### config.mk
export PLATFORM = sky130hd
export DESIGN_NAME = conv_output_collector
export DESIGN_NICKNAME = d
export VERILOG_FILES = /design/src/rtl/conv_output_collector.sv
export SDC_FILE = /design/constraint.sdc
export NUM_CORES = 1
export LEC_CHECK = 0
export BUFFER_PORTS_ARGS = -buffer_cell sky130_fd_sc_hd__buf_2
export CAP_MARGIN = 20
export CORE_UTILIZATION = 62
export DETAILED_ROUTE_END_ITERATION = 10
export GPL_TIMING_DRIVEN = 0
export PLACE_DENSITY = 0.84
export SYNTH_ARGS = -nofsm -noshare
export SYNTH_HDL_FRONTEND = slang
export SYNTH_SLANG_ARGS = --single-unit
### constraint.sdc
create_clock -name clk -period 4.2 [get_ports clk]
set_input_delay 1.05 -clock clk [delete_from_list [all_inputs] [get_ports clk]]
set_output_delay 1.05 -clock clk [all_outputs]
set_load 0.05 [all_outputs]
### src/rtl/conv_output_collector.sv
// Output stage after the convolution: drops pipeline-fill and row-wrap beats, tags kept pixels
// with end-of-line/end-of-frame, and buffers them in a FIFO. Optional: CONV_COLLECT_CHECKSUM_EN.
module conv_output_collector #(
  parameter int WORD_SIZE    = 8,
  parameter int ROW_SIZE     = 540,
  parameter int COL_SIZE     = 540,
  parameter int KERNEL_DIM   = 3,
  parameter int PIPE_LATENCY = 1086,
  parameter int FIFO_DEPTH   = 16
) (
  input  logic                 clk,
  input  logic                 rst,
  input  logic [WORD_SIZE-1:0] inputPixel,
  input  logic                 inValid,
  output logic [WORD_SIZE-1:0] outPixel,
  output logic                 outValid,
  input  logic                 outReady,
  output logic                 outLast,
  output logic                 outFrameEnd,
  output logic                 overflow,
  output logic                 frameDone
`ifdef CONV_COLLECT_CHECKSUM_EN
  ,
  output logic [15:0]          frameChecksum
`endif
);

  localparam int SKW = $clog2(PIPE_LATENCY + 1);
  localparam int CW  = $clog2(ROW_SIZE);
  localparam int RW  = $clog2(COL_SIZE);
  localparam int PW  = $clog2(FIFO_DEPTH);
  localparam int NW  = $clog2(FIFO_DEPTH + 1);
  localparam int EW  = WORD_SIZE + 2;

  localparam logic [SKW-1:0] SKIP_END = SKW'(PIPE_LATENCY - 1);
  localparam logic [CW-1:0]  LAST_COL = CW'(ROW_SIZE - KERNEL_DIM);
  localparam logic [CW-1:0]  END_COL  = CW'(ROW_SIZE - 1);
  localparam logic [RW-1:0]  LAST_ROW = RW'(COL_SIZE - KERNEL_DIM);
  localparam logic [NW-1:0]  FULL_CNT = NW'(FIFO_DEPTH);

  typedef enum logic [1:0] {SKIP, COLLECT, DONE} state_t;

  state_t          state;
  logic [SKW-1:0]  skip_cnt;
  logic [CW-1:0]   col;
  logic [RW-1:0]   row;
  logic [EW-1:0]   mem [FIFO_DEPTH];
  logic [PW-1:0]   wr_ptr, rd_ptr;
  logic [NW-1:0]   count;

  logic keep, is_last, is_fend, push, pop, full, accept;
  logic [EW-1:0] head;

  always_comb begin
    keep    = (col <= LAST_COL);
    is_last = (col == LAST_COL);
    is_fend = is_last && (row == LAST_ROW);
    push    = (state == COLLECT) && inValid && keep;
    full    = (count == FULL_CNT);
    pop     = (count != '0) && outReady;
    // A pop in the same cycle frees the slot the push needs.
    accept  = push && (!full || pop);
    head    = mem[rd_ptr];
  end

  assign outValid    = (count != '0);
  assign outPixel    = head[WORD_SIZE-1:0];
  assign outLast     = head[WORD_SIZE];
  assign outFrameEnd = head[WORD_SIZE+1];
  assign frameDone   = (state == DONE);

  always_ff @(posedge clk) begin
    if (rst) begin
      state    <= SKIP;
      skip_cnt <= '0;
      col      <= '0;
      row      <= '0;
    end else begin
      case (state)
        SKIP: if (inValid) begin
          if (skip_cnt == SKIP_END) state <= COLLECT;
          else                      skip_cnt <= skip_cnt + SKW'(1);
        end
        COLLECT: if (inValid) begin
          if (is_fend) state <= DONE;
          if (col == END_COL) begin
            col <= '0;
            row <= row + RW'(1);
          end else begin
            col <= col + CW'(1);
          end
        end
        DONE: ;
        default: state <= SKIP;
      endcase
    end
  end

  // Storage is cleared on reset so the head reads 0 after a mid-frame reset.
  always_ff @(posedge clk) begin
    if (rst) begin
      for (int i = 0; i < FIFO_DEPTH; i++) mem[i] <= '0;
      wr_ptr   <= '0;
      rd_ptr   <= '0;
      count    <= '0;
      overflow <= 1'b0;
    end else begin
      if (accept) begin
        mem[wr_ptr] <= {is_fend, is_last, inputPixel};
        wr_ptr      <= wr_ptr + PW'(1);
      end
      if (pop) rd_ptr <= rd_ptr + PW'(1);
      if (push && !accept) overflow <= 1'b1;
      count <= count + NW'(accept) - NW'(pop);
    end
  end

`ifdef CONV_COLLECT_CHECKSUM_EN
  always_ff @(posedge clk) begin
    if (rst)         frameChecksum <= '0;
    else if (accept) frameChecksum <= frameChecksum + 16'(inputPixel);
  end
`endif

endmodule

==> results.yml <==
timing:
  max-slew-margin-rel_pct: 30.84
  fin_skew_ns: 0.02215
  max_freq_mhz: 256.9
  post-route-min-period_ns: 3.893
  hold_viol: 0
  timing.setup.tns_ns: 0
  holdWs_ns: 0.5015
  fin_crit_sh_pct: 92.69
  slew_viol_final: 0
  setup_viol: 0
  rsz0062_at_grt: "false"
  tightest_slew_ns: 1.037
  postLayoutSetupSlackWorst_ns: 0.3072
yosys:
  syn_inst: 746
  ys_seq_area_share_pct: 61.21
  synthFlopType: "edfxtp_1"
  ys_types: 43
  synth.top_cell.area_share_pct: 50.48
  synth_warnings: 0
  synth-edff-count: 160
  avgSynthCellArea_um2: 12.76
  synth_area_um2: 9518
  synthTopCellsByArea: "edfxtp_1 (50%), mux4_2 (12%), dfxtp_1 (11%)"
  synth_nets: 777
  async_flop_share_pct: 0
  yosysTopAreaCell: "edfxtp_1"
  ys_seq_elements: 211
setup_path:
  path_max_fanout: 10
  slowest_stage: "mux4_2"
  critical_path_arrival_ns: 2.84
  cp_num_buf_inv: 3
  r2r_cells: 16
  end_kind: "primary output"
  critical_path_class: "register to primary output"
  crit_path_max_incr_delay_ns: 0.58
  cp_cell_sequence: "clkbuf_1 > clkbuf_2 > mux4_2 > mux4_2 > buf_2"
  critPathLaunchType: "register"
  cp_top_family: "multiplexers"
  cp.required_ns: 3.15
  crit_cells: 5
  crit_top_cell: "mux4_2"
power_and_ir_drop:
  power.leakage_nw: 3.489
  peakVddDrop_mv: 0.3621
  power_density_nw_per_um2: 513.3
final_layout:
  diodes: 0
  multi_input_area_um2: 3442
  finalNetCount: 826
  seqCellArea_um2: 5826
  n_fill_cell: 947
  area_growth_pct: 11.46
  drive_gt1_share_pct: 18.13
clock_tree:
  clockRootBuffer: "clkbuf_16"
  cts_setup_buffers: 0
  clock-sinks: 211
  clk_pin_slew_ns: 0.06
  numCtsBuffers: 22
  cts_tree: "yes"
  h-tree-depth: 1
  clk_latency_ns: 0.51
  clock_path_buffers: 3
  postCtsHoldBufs: 0
detailed_routing:
  routed_via_density: 6.513
  num_vias: 6480
  drc: 0
  detail_route.first_pass.iterations: 8
  drtAntennaViolNets: 0
  drt_iter0_markers: 703
  wirelength_mm: 23.08
  avgRoutedWirePerCell_um: 23.19
job:
  drv_cap: 0
floorplanning:
  fp.coreArea_um2: 14750
  placementRows: 44
  die_w_um: 125.9
  dieArea_um2: 15850
  ios: 25
  initial_core_util_pct: 64.51
  die_y_um: 125.9
place:
  globalplace.congestion: 0.9146
  dp_hpwl_mm: 15.07
  port_buffers: 24
  dp_slack_ns: 0.4343
min_path:
  whs_path_depth: 1
  min_path_type: "register to register"
global_routing:
  grt_remaining_overflow: 0
  grt_use_total_pct: 29.99
  grt_pass1_vias: 6611
  grt_pass1_wl_mm: 35.58
  grt_start_max_net_pins: 15
  antenna_found_initial: 1
status:
  status: "complete, no violations"
## synth_stat cells (all sizes together) (3+ instances only)
| cell type | n |
|---|---|
| dfxtp | 51 |
| nor3 | 19 |
| a31o | 16 |
| o21ai | 4 |
| ha | 18 |
| and2 | 3 |
| mux4 | 50 |
| or4 | 4 |
| inv | 18 |
| xor2 | 18 |
| nor2b | 3 |
| nand3 | 9 |
| clkbuf | 39 |
| nand3b | 9 |
| nor2 | 192 |
| and3 | 6 |
| nor4 | 7 |
| or2 | 4 |
| xnor2 | 14 |
| edfxtp | 160 |
| a21oi | 11 |
| nand2 | 47 |
| nand4 | 7 |
| and4 | 3 |
| nor4b | 3 |
| a211oi | 3 |
| buf | 9 |
## cells in the final DEF, fill, tap and decap left out, drive strengths merged, types with 19 or more instances in the layout
master / instances
nor2: 192
buf: 31
edfxtp: 160
nand2: 47
nor3: 19
mux4: 50
dfxtp: 51
clkbuf: 73
## worst paths after layout
check,to,start,slack (ns)
worst min register to register,state[0]$_SDFFE_PP0P_,state[1]$_SDFFE_PP0P_,0.50
worst min-delay path,state[0]$_SDFFE_PP0P_,state[1]$_SDFFE_PP0P_,0.50
worst max register to register,count[4]$_SDFF_PP0_,col[0]$_SDFFE_PP0P_,0.60
worst max-delay path,outLast,register,0.31
## metal layers
metal	share of wire [%]	vias to the layer above	GRT usage, %
met1	36	3140	37.66
met5	0.061	-	0
li1	-	2796	-
met3	10	96	5.438
met2	49	446	50.08
met4	5.1	2	15.80
## stage by stage
step / utilization, % / power (mW) / area, um^2 / std cells
after CTS: 71.90 / 5.451 / 10610 / 994
after global routing: 71.90 / 5.588 / 10610 / 995
after global placement: 66.88 / 3.485 / 9868 / 954
after floorplan: - / 3.249 / 9518 / 746
after detailed placement: 66.88 / 3.539 / 9868 / 954
final: 71.90 / 5.446 / 10610 / 995
## power breakdown
part	leakage (nW)	switching, mW	internal [mW]
registers	1.97	0.0580	2.35
clock network	0.359	0.799	1.14
logic	1.16	0.638	0.469
## worst reg2reg max path, stage by stage, from the launching register on
cell and delay, ns:
dfxtp_1 0.42, inv_1 0.10, ha_1 0.20, or4_1 0.42, a2111oi_2 0.57, nor3_4 0.15, inv_1 0.22, ha_1 0.27
inv_1 0.07, ha_1 0.17, inv_1 0.06, fa_1 0.39, inv_1 0.08, a21oi_1 0.07, nor2_1 0.12, or3_1 0.12
a21oi_1 0.05
## cells by family (layout without fill, tap and decap cells)
family                   Yosys count  in the layout  synth area share (%)
AND/OR/NAND/NOR                  326            326                 15.49
AO/OA/AOI/OAI                     40             40                 3.115
adder cells (fa/ha/maj)           19             19                 2.577
buffers and inverters             66            131                 2.629
flip-flops                       211            211                 61.21
XOR/XNOR                          32             32                 2.945
multiplexers                      52             52                 12.04
## flip-flops by register name, summed over array words and instances (netlist names), named ones only
signal,cells
mem,160
skip_cnt,11
col,10
row,10
count,5
rd_ptr,4
wr_ptr,4
state,2
overflow,1
## final cells by class
class	instances	share of cell area, %
Tap cell	184	2.170
Clock buffer	31	6.074
Timing Repair Buffer	25	1.179
Inverter	18	0.6369
Clock inverter	9	0.8138
Multi-Input combinational cell	469	32.44
Buffer	48	1.769
Sequential cell	211	54.91
## timing repair
action / 4_1_cts / 5_1_grt
cloned: 0 / 0
endpoints found under the hold margin: 0 / 0
endpoints found under the setup margin: 10 / 10
gates resized for setup: 3 / 3
Power figures use the tool's default switching activity.
